`src/rtl/ps2_key_pkg.sv`:
```
// Shared constants and FSM encoding for the PS/2 key sequencer.
package ps2_key_pkg;
   localparam logic [7:0] PS2_EXT     = 8'hE0;
   localparam logic [7:0] PS2_BRK     = 8'hF0;
   localparam int         NUM_WATCHED = 3;

   typedef enum logic [1:0] {
      ST_IDLE = 2'd0,
      ST_RD   = 2'd1,
      ST_CAP  = 2'd2
   } seq_state_t;
endpackage

```
`src/rtl/key_repeat_unit.sv`:
```
// Held bit and move-pulse generator for one watched key.
// Optional auto-repeat counter under `AUTOREPEAT_EN.
module key_repeat_unit #(
   parameter int REPEAT_DELAY  = 6250000,
   parameter int REPEAT_PERIOD = 2500000
) (
   input  logic clk,
   input  logic rst,
   input  logic match_make,
   input  logic match_brk,
   output logic held,
   output logic pulse
);

   logic r_held;
   logic r_pulse;
   logic w_press;

   assign w_press = match_make & ~r_held;
   assign held    = r_held;
   assign pulse   = r_pulse;

`ifdef AUTOREPEAT_EN
   localparam int MAXR = (REPEAT_DELAY > REPEAT_PERIOD) ? REPEAT_DELAY : REPEAT_PERIOD;
   localparam int CW   = $clog2(MAXR + 1);
   localparam logic [CW-1:0] DLY_M1 = CW'(REPEAT_DELAY - 1);
   localparam logic [CW-1:0] PER_M1 = CW'(REPEAT_PERIOD - 1);

   logic [CW-1:0] r_cnt;
   logic          r_first;
   logic          w_tick;

   assign w_tick = r_held & (r_cnt == (r_first ? DLY_M1 : PER_M1));

   always_ff @(posedge clk or negedge rst) begin
      if (!rst) begin
         r_held  <= 1'b0;
         r_pulse <= 1'b0;
         r_cnt   <= '0;
         r_first <= 1'b0;
      end else begin
         // a break landing on a repeat tick suppresses that tick
         r_pulse <= w_press | (w_tick & ~match_brk);
         if (match_brk)
            r_held <= 1'b0;
         else if (match_make)
            r_held <= 1'b1;
         if (w_press | match_brk | w_tick)
            r_cnt <= '0;
         else if (r_held)
            r_cnt <= r_cnt + 1'b1;
         if (w_press)
            r_first <= 1'b1;
         else if (w_tick)
            r_first <= 1'b0;
      end
   end
`else
   logic w_unused_cfg;
   assign w_unused_cfg = ^{REPEAT_DELAY, REPEAT_PERIOD};

   always_ff @(posedge clk or negedge rst) begin
      if (!rst) begin
         r_held  <= 1'b0;
         r_pulse <= 1'b0;
      end else begin
         r_pulse <= w_press;
         if (match_brk)
            r_held <= 1'b0;
         else if (match_make)
            r_held <= 1'b1;
      end
   end
`endif

endmodule

```
`src/rtl/ps2_key_sequencer.sv`:
```
// Drains the PS/2 receive FIFO and decodes set-2 scan codes (E0/F0 prefixes)
// into key events plus held/pulse state for three watched keys. Macro: AUTOREPEAT_EN.
module ps2_key_sequencer
   import ps2_key_pkg::*;
#(
   parameter logic [7:0] KEY0           = 8'h34,
   parameter logic [7:0] KEY1           = 8'h36,
   parameter logic [7:0] KEY2           = 8'h32,
   parameter int         PREFIX_TIMEOUT = 2500000,
   parameter int         REPEAT_DELAY   = 6250000,
   parameter int         REPEAT_PERIOD  = 2500000
) (
   input  logic       clk,
   input  logic       rst,
   input  logic       fifo_empty,
   input  logic [7:0] fifo_data,
   output logic       fifo_rd,
   output logic       key_valid,
   output logic [7:0] key_code,
   output logic       key_ext,
   output logic       key_make,
   output logic [2:0] key_held,
   output logic [2:0] key_pulse
);

   localparam int PTW = $clog2(PREFIX_TIMEOUT + 1);
   localparam logic [PTW-1:0] PTO_M1 = PTW'(PREFIX_TIMEOUT - 1);
   localparam logic [NUM_WATCHED*8-1:0] KEYS = {KEY2, KEY1, KEY0};

   seq_state_t r_state;
   seq_state_t w_state_nxt;
   logic       w_fifo_rd;
   logic       w_cap;

   logic           r_ext;
   logic           r_brk;
   logic [PTW-1:0] r_pto_cnt;
   logic           r_key_valid;
   logic [7:0]     r_key_code;
   logic           r_key_ext;
   logic           r_key_make;

   logic                   w_byte_event;
   logic                   w_plain;
   logic [NUM_WATCHED-1:0] w_hit;

   always_ff @(posedge clk or negedge rst) begin
      if (!rst)
         r_state <= ST_IDLE;
      else
         r_state <= w_state_nxt;
   end

   always_comb begin
      w_state_nxt = r_state;
      w_fifo_rd   = 1'b0;
      w_cap       = 1'b0;
      case (r_state)
         ST_IDLE: if (!fifo_empty) w_state_nxt = ST_RD;
         ST_RD: begin
            w_fifo_rd   = 1'b1;
            w_state_nxt = ST_CAP;
         end
         ST_CAP: begin
            w_cap       = 1'b1;
            w_state_nxt = ST_IDLE;
         end
         default: w_state_nxt = ST_IDLE;
      endcase
   end

   assign fifo_rd = w_fifo_rd;

   assign w_byte_event = w_cap & (fifo_data != PS2_EXT) & (fifo_data != PS2_BRK);
   assign w_plain      = w_byte_event & ~r_ext;

   always_ff @(posedge clk or negedge rst) begin
      if (!rst) begin
         r_ext       <= 1'b0;
         r_brk       <= 1'b0;
         r_pto_cnt   <= '0;
         r_key_valid <= 1'b0;
         r_key_code  <= 8'h00;
         r_key_ext   <= 1'b0;
         r_key_make  <= 1'b0;
      end else begin
         r_key_valid <= 1'b0;
         if (w_cap) begin
            r_pto_cnt <= '0;
            if (fifo_data == PS2_EXT)
               r_ext <= 1'b1;
            else if (fifo_data == PS2_BRK)
               r_brk <= 1'b1;
            else begin
               r_key_valid <= 1'b1;
               r_key_code  <= fifo_data;
               r_key_ext   <= r_ext;
               r_key_make  <= ~r_brk;
               r_ext       <= 1'b0;
               r_brk       <= 1'b0;
            end
         end else if (r_ext | r_brk) begin
            // a stranded prefix must not taint an unrelated later byte
            if (r_pto_cnt == PTO_M1) begin
               r_ext     <= 1'b0;
               r_brk     <= 1'b0;
               r_pto_cnt <= '0;
            end else begin
               r_pto_cnt <= r_pto_cnt + 1'b1;
            end
         end
      end
   end

   assign key_valid = r_key_valid;
   assign key_code  = r_key_code;
   assign key_ext   = r_key_ext;
   assign key_make  = r_key_make;

   for (genvar gi = 0; gi < NUM_WATCHED; gi++) begin : g_key
      assign w_hit[gi] = w_plain & (fifo_data == KEYS[gi*8 +: 8]);

      key_repeat_unit #(
         .REPEAT_DELAY  (REPEAT_DELAY),
         .REPEAT_PERIOD (REPEAT_PERIOD)
      ) u_key (
         .clk        (clk),
         .rst        (rst),
         .match_make (w_hit[gi] & ~r_brk),
         .match_brk  (w_hit[gi] & r_brk),
         .held       (key_held[gi]),
         .pulse      (key_pulse[gi])
      );
   end

endmodule

```
`config.mk`:
```
export PLATFORM = sky130hd
export DESIGN_NAME = ps2_key_sequencer
export DESIGN_NICKNAME = d
export VERILOG_FILES = /design/src/rtl/ps2_key_pkg.sv /design/src/rtl/key_repeat_unit.sv /design/src/rtl/ps2_key_sequencer.sv
export SDC_FILE = /design/constraint.sdc
export NUM_CORES = 1
export LEC_CHECK = 0
export CAP_MARGIN = 25
export CORE_AREA = 2 2 66 68
export CTS_CLUSTER_DIAMETER = 30
export CTS_CLUSTER_SIZE = 14
export DETAILED_ROUTE_END_ITERATION = 8
export DIE_AREA = 0 0 68 70
export GPL_TIMING_DRIVEN = 1
export PLACE_DENSITY = 0.73
export SYNTH_ARGS = -nofsm -noshare
export SYNTH_HDL_FRONTEND = slang
export SYNTH_HIERARCHICAL = 1
export SYNTH_SLANG_ARGS = --single-unit
```
`constraint.sdc`:
```
create_clock -name clk -period 1.7 [get_ports clk]
set_input_delay 0.34 -clock clk [delete_from_list [all_inputs] [get_ports clk]]
set_output_delay 0.34 -clock clk [all_outputs]
set_load 0.05 [all_outputs]
```
### After elaboration in Yosys (flattened, before gate mapping)

Index checks and enable logic that the tools add are counted.

* bits of input ports: 11
* flip-flop bits (word level): 43
* output and inout port bits: 18
* logic and storage cells: 84

* reductions and logical operators: 9
* eq/ne operators: 13
* muxes and demuxes: 24
* bitwise logic cells: 23
* add/subtract/negate cells: 1

Operators by type and width (count)
* two-way mux 22 bit: 3
* == test 8 x 6 -> 1 bit (second input constant): 3
* adder 22 x 1 -> 22 bit (second input constant): 1
* == test 22 bit (second input constant): 1
* two-way mux 1 bit: 19
* == test 8 bit (second input constant): 2
* inequality test 8 bit (second input constant): 2
* AND 1 bit: 15
* nonzero test 2 bit: 5
* AND reduction 3 bit: 3
* NOT 1 bit: 7
* inequality test 2 bit (second input constant): 2
* case mux 2 bit (2 select lines): 1
* inequality test 3 bit (second input constant): 1
* == test 2 x 1 -> 1 bit (second input constant): 1
* == test 2 bit (second input constant): 1
* zero test 2 bit: 1
* two-way mux 2 bit: 1
* bitwise OR 1 bit: 1

### Logic depth before layout (Yosys ltp)

* depth in word-level cells: 9
* gate-level depth with buffers: 7
* gate-level depth less buffers: 6

### Hierarchy

The synthesis kept the hierarchy.

Modules (own cells, without submodules)
* ps2_key_sequencer: area each 1885.6 um^2, times used 1, cells an instance 198
* key_repeat_unit: area each 66.3 um^2, times used 3, cells an instance 4

### Worst setup path before layout

OpenSTA, ideal clock, no wires.

* kind: register to register
* from: register r_state[0]
* to: register g_key[0].u_key.r_held
* path buffers: 1
* required time: 1.581 ns
* period minus slack after synthesis: 1.596 ns
* setup slack: 0.104 ns
* cell stages (with the launch flop): 8
* arrival time: 1.477 ns
* path through: dfrtp_1 nand2b_1 clkbuf_1 nor2_1 nand4_1 or2_1 nor3b_1 o21ba_1

* cells in the longest elaborated chain, start to end: 8

RTL lines
* start, declared: RTL line ps2_key_sequencer.sv:30 `seq_state_t r_state;`
* start signal, assigned: RTL line ps2_key_sequencer.sv:51 `r_state <= w_state_nxt;`
* == test 2 bit (*): RTL line ps2_key_sequencer.sv:58 `case (r_state)`
* two-way mux 1 bit (*): RTL line ps2_key_sequencer.sv:58
* AND 1 bit (*) (2 in series): RTL line ps2_key_sequencer.sv:74 `assign w_byte_event = w_cap & (fifo_data != PS2_EXT) & (fifo_data != PS2_BRK);`
* AND 1 bit (*): RTL line ps2_key_sequencer.sv:75 `assign w_plain = w_byte_event & ~r_ext;`
* AND 1 bit (*): RTL line ps2_key_sequencer.sv:121 `assign w_hit[gi] = w_plain & (fifo_data == KEYS[gi*8 +: 8]);`
* AND 1 bit, on equally long branches: RTL line ps2_key_sequencer.sv:130, ps2_key_sequencer.sv:129
* two-way mux 1 bit or nonzero test 2 bit (tied branches)
* end signal, assigned: RTL line key_repeat_unit.sv:64 `r_held <= 1'b0;`
* end signal, assigned: RTL line key_repeat_unit.sv:69 `r_held <= 1'b0;`
* end signal, assigned: RTL line key_repeat_unit.sv:71 `r_held <= 1'b1;`
* end, declared: RTL line key_repeat_unit.sv:15 `logic r_held;`

Every way passes the cells marked *; elsewhere a longest branch is shown, timed or not.
A chain may end at the register's enable or synchronous reset.

### Final worst setup path

* from: register r_brk
* to: register r_pto_cnt[12]

* cells in the longest elaborated chain, start to end: 2

RTL lines
* start, declared: RTL line ps2_key_sequencer.sv:36 `logic r_brk;`
* start signal, assigned: RTL line ps2_key_sequencer.sv:80 `r_brk <= 1'b0;`
* start signal, assigned: RTL line ps2_key_sequencer.sv:93 `r_brk <= 1'b1;`
* start signal, assigned: RTL line ps2_key_sequencer.sv:100 `r_brk <= 1'b0;`
* bitwise OR 1 bit: RTL line ps2_key_sequencer.sv:102 `end else if (r_ext | r_brk) begin`
* nonzero test 2 bit (no source line)
* end signal, assigned: RTL line ps2_key_sequencer.sv:109 `r_pto_cnt <= r_pto_cnt + 1'b1;`
* end, declared: RTL line ps2_key_sequencer.sv:37 `logic [PTW-1:0] r_pto_cnt;`

No other way between the ends.

==> out/metrics.yaml <==
yosys:
  synth.area.mux_share_pct: 0.960
  synthAdderAreaFrac_pct: 0.600
  synth-edff-count: 0
  syn_area_per_cell_um2: 9.93
  synth.top_cells.by_area: "dfrtp_1 52%, nor2_1 6.3%, nand2_1 5.4%, xnor2_1 5.0%, nor4_2 4.2%"
  synth_top_family_by_area: "simple AND/OR/NAND/NOR gates"
  synth.top_cell.area_share_pct: 51.6
  ys_ff_latch: 43
  syn_inst: 210
  syn-num-nets: 222
  synth_simple_gate_area_share_pct: 32.5
  seq_area_frac_synth_pct: 51.6
  synth_xor_area_share_pct: 7.14
  synth_area_mm2: 0.00208
  synth_top_area_cell: "dfrtp_1"
  ys.flop_type: "dfrtp_1"
  synth-async-reset-ratio_pct: 100
  synth_cell_types: 38
  synth_compound_area_share_pct: 5.34
  yosys_warnings: 6
cells_and_area:
  nFillCells: 341
  syn_to_final_growth_pct: 32.0
  layout-drive-gt1-share_pct: 27.8
  nets: 281
  antennaDiodeCount: 0
cts:
  ctsHtreeMaxLevel: 2
  clock_sinks: 43
  cts_hold_buf: 0
  clk_latency_ns: 0.30
  cts_tree: "yes"
  clkTransAtPathRegs_ns: 0.08
  clk_path_buf_depth: 2
  cts_buffers: 5
  cts_root_buf: "clkbuf_8"
drt:
  vias_per_cell: 5.24
  drtIter0Drc: 72
  wl_per_cell_um: 13.9
  ant_nets: 0
  wirelength_um: 4480
  dr.pass1.iters: 4
  vias: 1686
  route.detailed.drc: 0
setup_path:
  cpPeakStageDelay_ns: 0.38
  crit_family: "simple AND/OR/NAND/NOR gates"
  cp_cell_sequence: "or2_1 > o21ai_4 > nor3_4 > buf_4 > xnor2_1 > nor2_1"
  critPathSlowestCell: "dfrtp_1"
  critPathCaptureType: "register"
  cp.required_ns: 1.89
  start_kind: "register"
  critPathMaxFanout: 8
  worst-path-buf-inv: 1
  path_class: "reg -> reg"
  cp.arrival_ns: 1.77
sta:
  setup_ws_ns: 0.117
  relSlewSlack_pct: 63.9
  min_period_ns: 1.58
  fin_crit_sh_pct: 93.1
  hold_viol: 0
  tightest_slew_ns: 0.541
  max_freq_mhz: 632
  setup_viol: 0
  slew_viol_final: 0
  skew_ns: 0.00411
  rsz0062_at_grt: "no"
global_routing:
  grt_remaining_overflow: 0
  grt_pass1_wl_um: 7690
  grt_max_degree: 44
  grt_antenna_before_repair: 0
  grt_usage_pct: 21.3
  grt_pass1_vias: 1661
power_and_ir_drop:
  p_total_w: 0.00284
  p_leak_nw: 1.29
  vdd_drop_max_mv: 0.846
  p_per_area_mw_per_mm2: 1030
place:
  globalplace.congestion: 0.833
  dp_slack_ns: -0.310
  numPortBuffers: 28
  dp.final_hpwl_um: 3210
floorplanning:
  die_y_um: 70
  initial_core_util_pct: 50.3
  die_x_um: 68
  ios: 29
  die_area_mm2: 0.00476
  coreArea_mm2: 0.00414
  core.rowCount: 24
hold_path:
  min_path_type: "in -> async"
run:
  cap_violations: 0
run_status:
  status: "finished, final reports clean"
## worst reg2reg max path, cell delays in order (launching register included)
cell and delay [ns]:
dfrtp_1 0.38, or2_1 0.32, o21ai_4 0.36, nor3_4 0.09
buf_4 0.15, xnor2_1 0.13, nor2_1 0.05
## per-layer routing
| metal | wire length [um] | global-route usage, % | up-vias |
|---|---|---|---|
| met5 | 0 | 0 | - |
| met4 | 62 | 7.56 | 0 |
| met3 | 162 | 4.51 | 5 |
| met2 | 2250 | 34.5 | 30 |
| met1 | 2010 | 27.9 | 816 |
| li1 | - | - | 835 |
## final cells by class
| type | instances | area [um2] | share of cell area (%) |
|---|---|---|---|
| Clock buffer | 6 | 72.6 | 2.64 |
| Clock inverter | 2 | 60.1 | 2.18 |
| Inverter | 3 | 11.3 | 0.409 |
| Multi-Input combinational cell | 158 | 990 | 36.0 |
| Sequential cell | 43 | 1080 | 39.2 |
| Tap cell | 52 | 65.1 | 2.36 |
| Timing Repair Buffer | 58 | 475 | 17.3 |
## synthesized netlist by cell type, types with 4 or more instances
| cell type | instances |
|---|---|
| nand4_1 | 9 |
| xor2_1 | 5 |
| a21oi_1 | 6 |
| nor2b_1 | 5 |
| o21ai_0 | 4 |
| nand3_1 | 7 |
| nor2_1 | 35 |
| dfrtp_1 | 43 |
| nor4_2 | 7 |
| xnor2_1 | 12 |
| nor3_1 | 7 |
| nand2_1 | 30 |
## registers in the layout, indices dropped and copies added, names as in the netlist
register	count
key_make	1
key_ext	1
g_key.u_key/held	3
key_valid	1
r_pto_cnt	22
g_key.u_key/pulse	3
key_code	8
r_brk	1
r_state	2
r_ext	1
## metrics by stage
step | area (um2) | util [%] | instances | setup TNS, ns | hold slack (ns)
floorplan | 2080 | - | 210 | 0 | 0.0444
global placement | 2580 | 62.3 | 313 | -1.40 | 0.442
detailed placement | 2580 | 62.3 | 313 | -2.18 | 0.450
CTS | 2720 | 65.6 | 321 | 0 | 0.127
global route | 2750 | 66.4 | 322 | 0 | 0.154
finish | 2750 | 66.4 | 322 | 0 | 0.105
## where the power goes
group	internal (W)	switching [W]	leakage [nW]
Sequential	0.00112	0.0000633	0.578
Clock	0.000587	0.000351	0.0654
Combinational	0.000225	0.000498	0.650
Total	0.00193	0.000913	1.29
## final timing paths
| kind | startpoint | end | slack, ns | depth (start not counted) |
|---|---|---|---|---|
| max | r_brk | r_pto_cnt[12] | 0.12 | 6 |
| min | rst | r_pto_cnt[6] | 0.10 | 2 |
| max reg2reg | r_brk | r_pto_cnt[12] | 0.12 | 6 |
| min reg2reg | g_key[0].u_key/held | g_key[0].u_key/pulse | 0.46 | 1 |
| max in group asynchronous | rst | r_pto_cnt[7] | 1.21 | 2 |
| min in group clk | fifo_data[5] | key_code[5] | 0.29 | 3 |
## repair_timing
item                                    CTS  global route
pin swaps                                 1             5
endpoints found under the setup margin    1             4
buffers inserted                          0             1
resized for setup                         1             8
## cells in the final DEF, fill, tap and decap left out, types with 6 or more instances in the layout
| cell type | n |
|---|---|
| a21oi_1 | 6 |
| buf_4 | 47 |
| clkdlybuf4s50_1 | 6 |
| dfrtp_1 | 42 |
| nand2_1 | 30 |
| nand3_1 | 7 |
| nand4_1 | 9 |
| nor2_1 | 34 |
| nor3_1 | 6 |
| nor4_2 | 7 |
| xnor2_1 | 12 |
## cell families after synthesis
family | Yosys count
AND/OR/NAND/NOR | 122
flip-flops | 43
XOR/XNOR | 17
AO/OA/AOI/OAI | 16
buffers and inverters | 9
multiplexers | 2
adder cells (fa/ha/maj) | 1
Note: power is estimated with default switching activity, not from simulation.
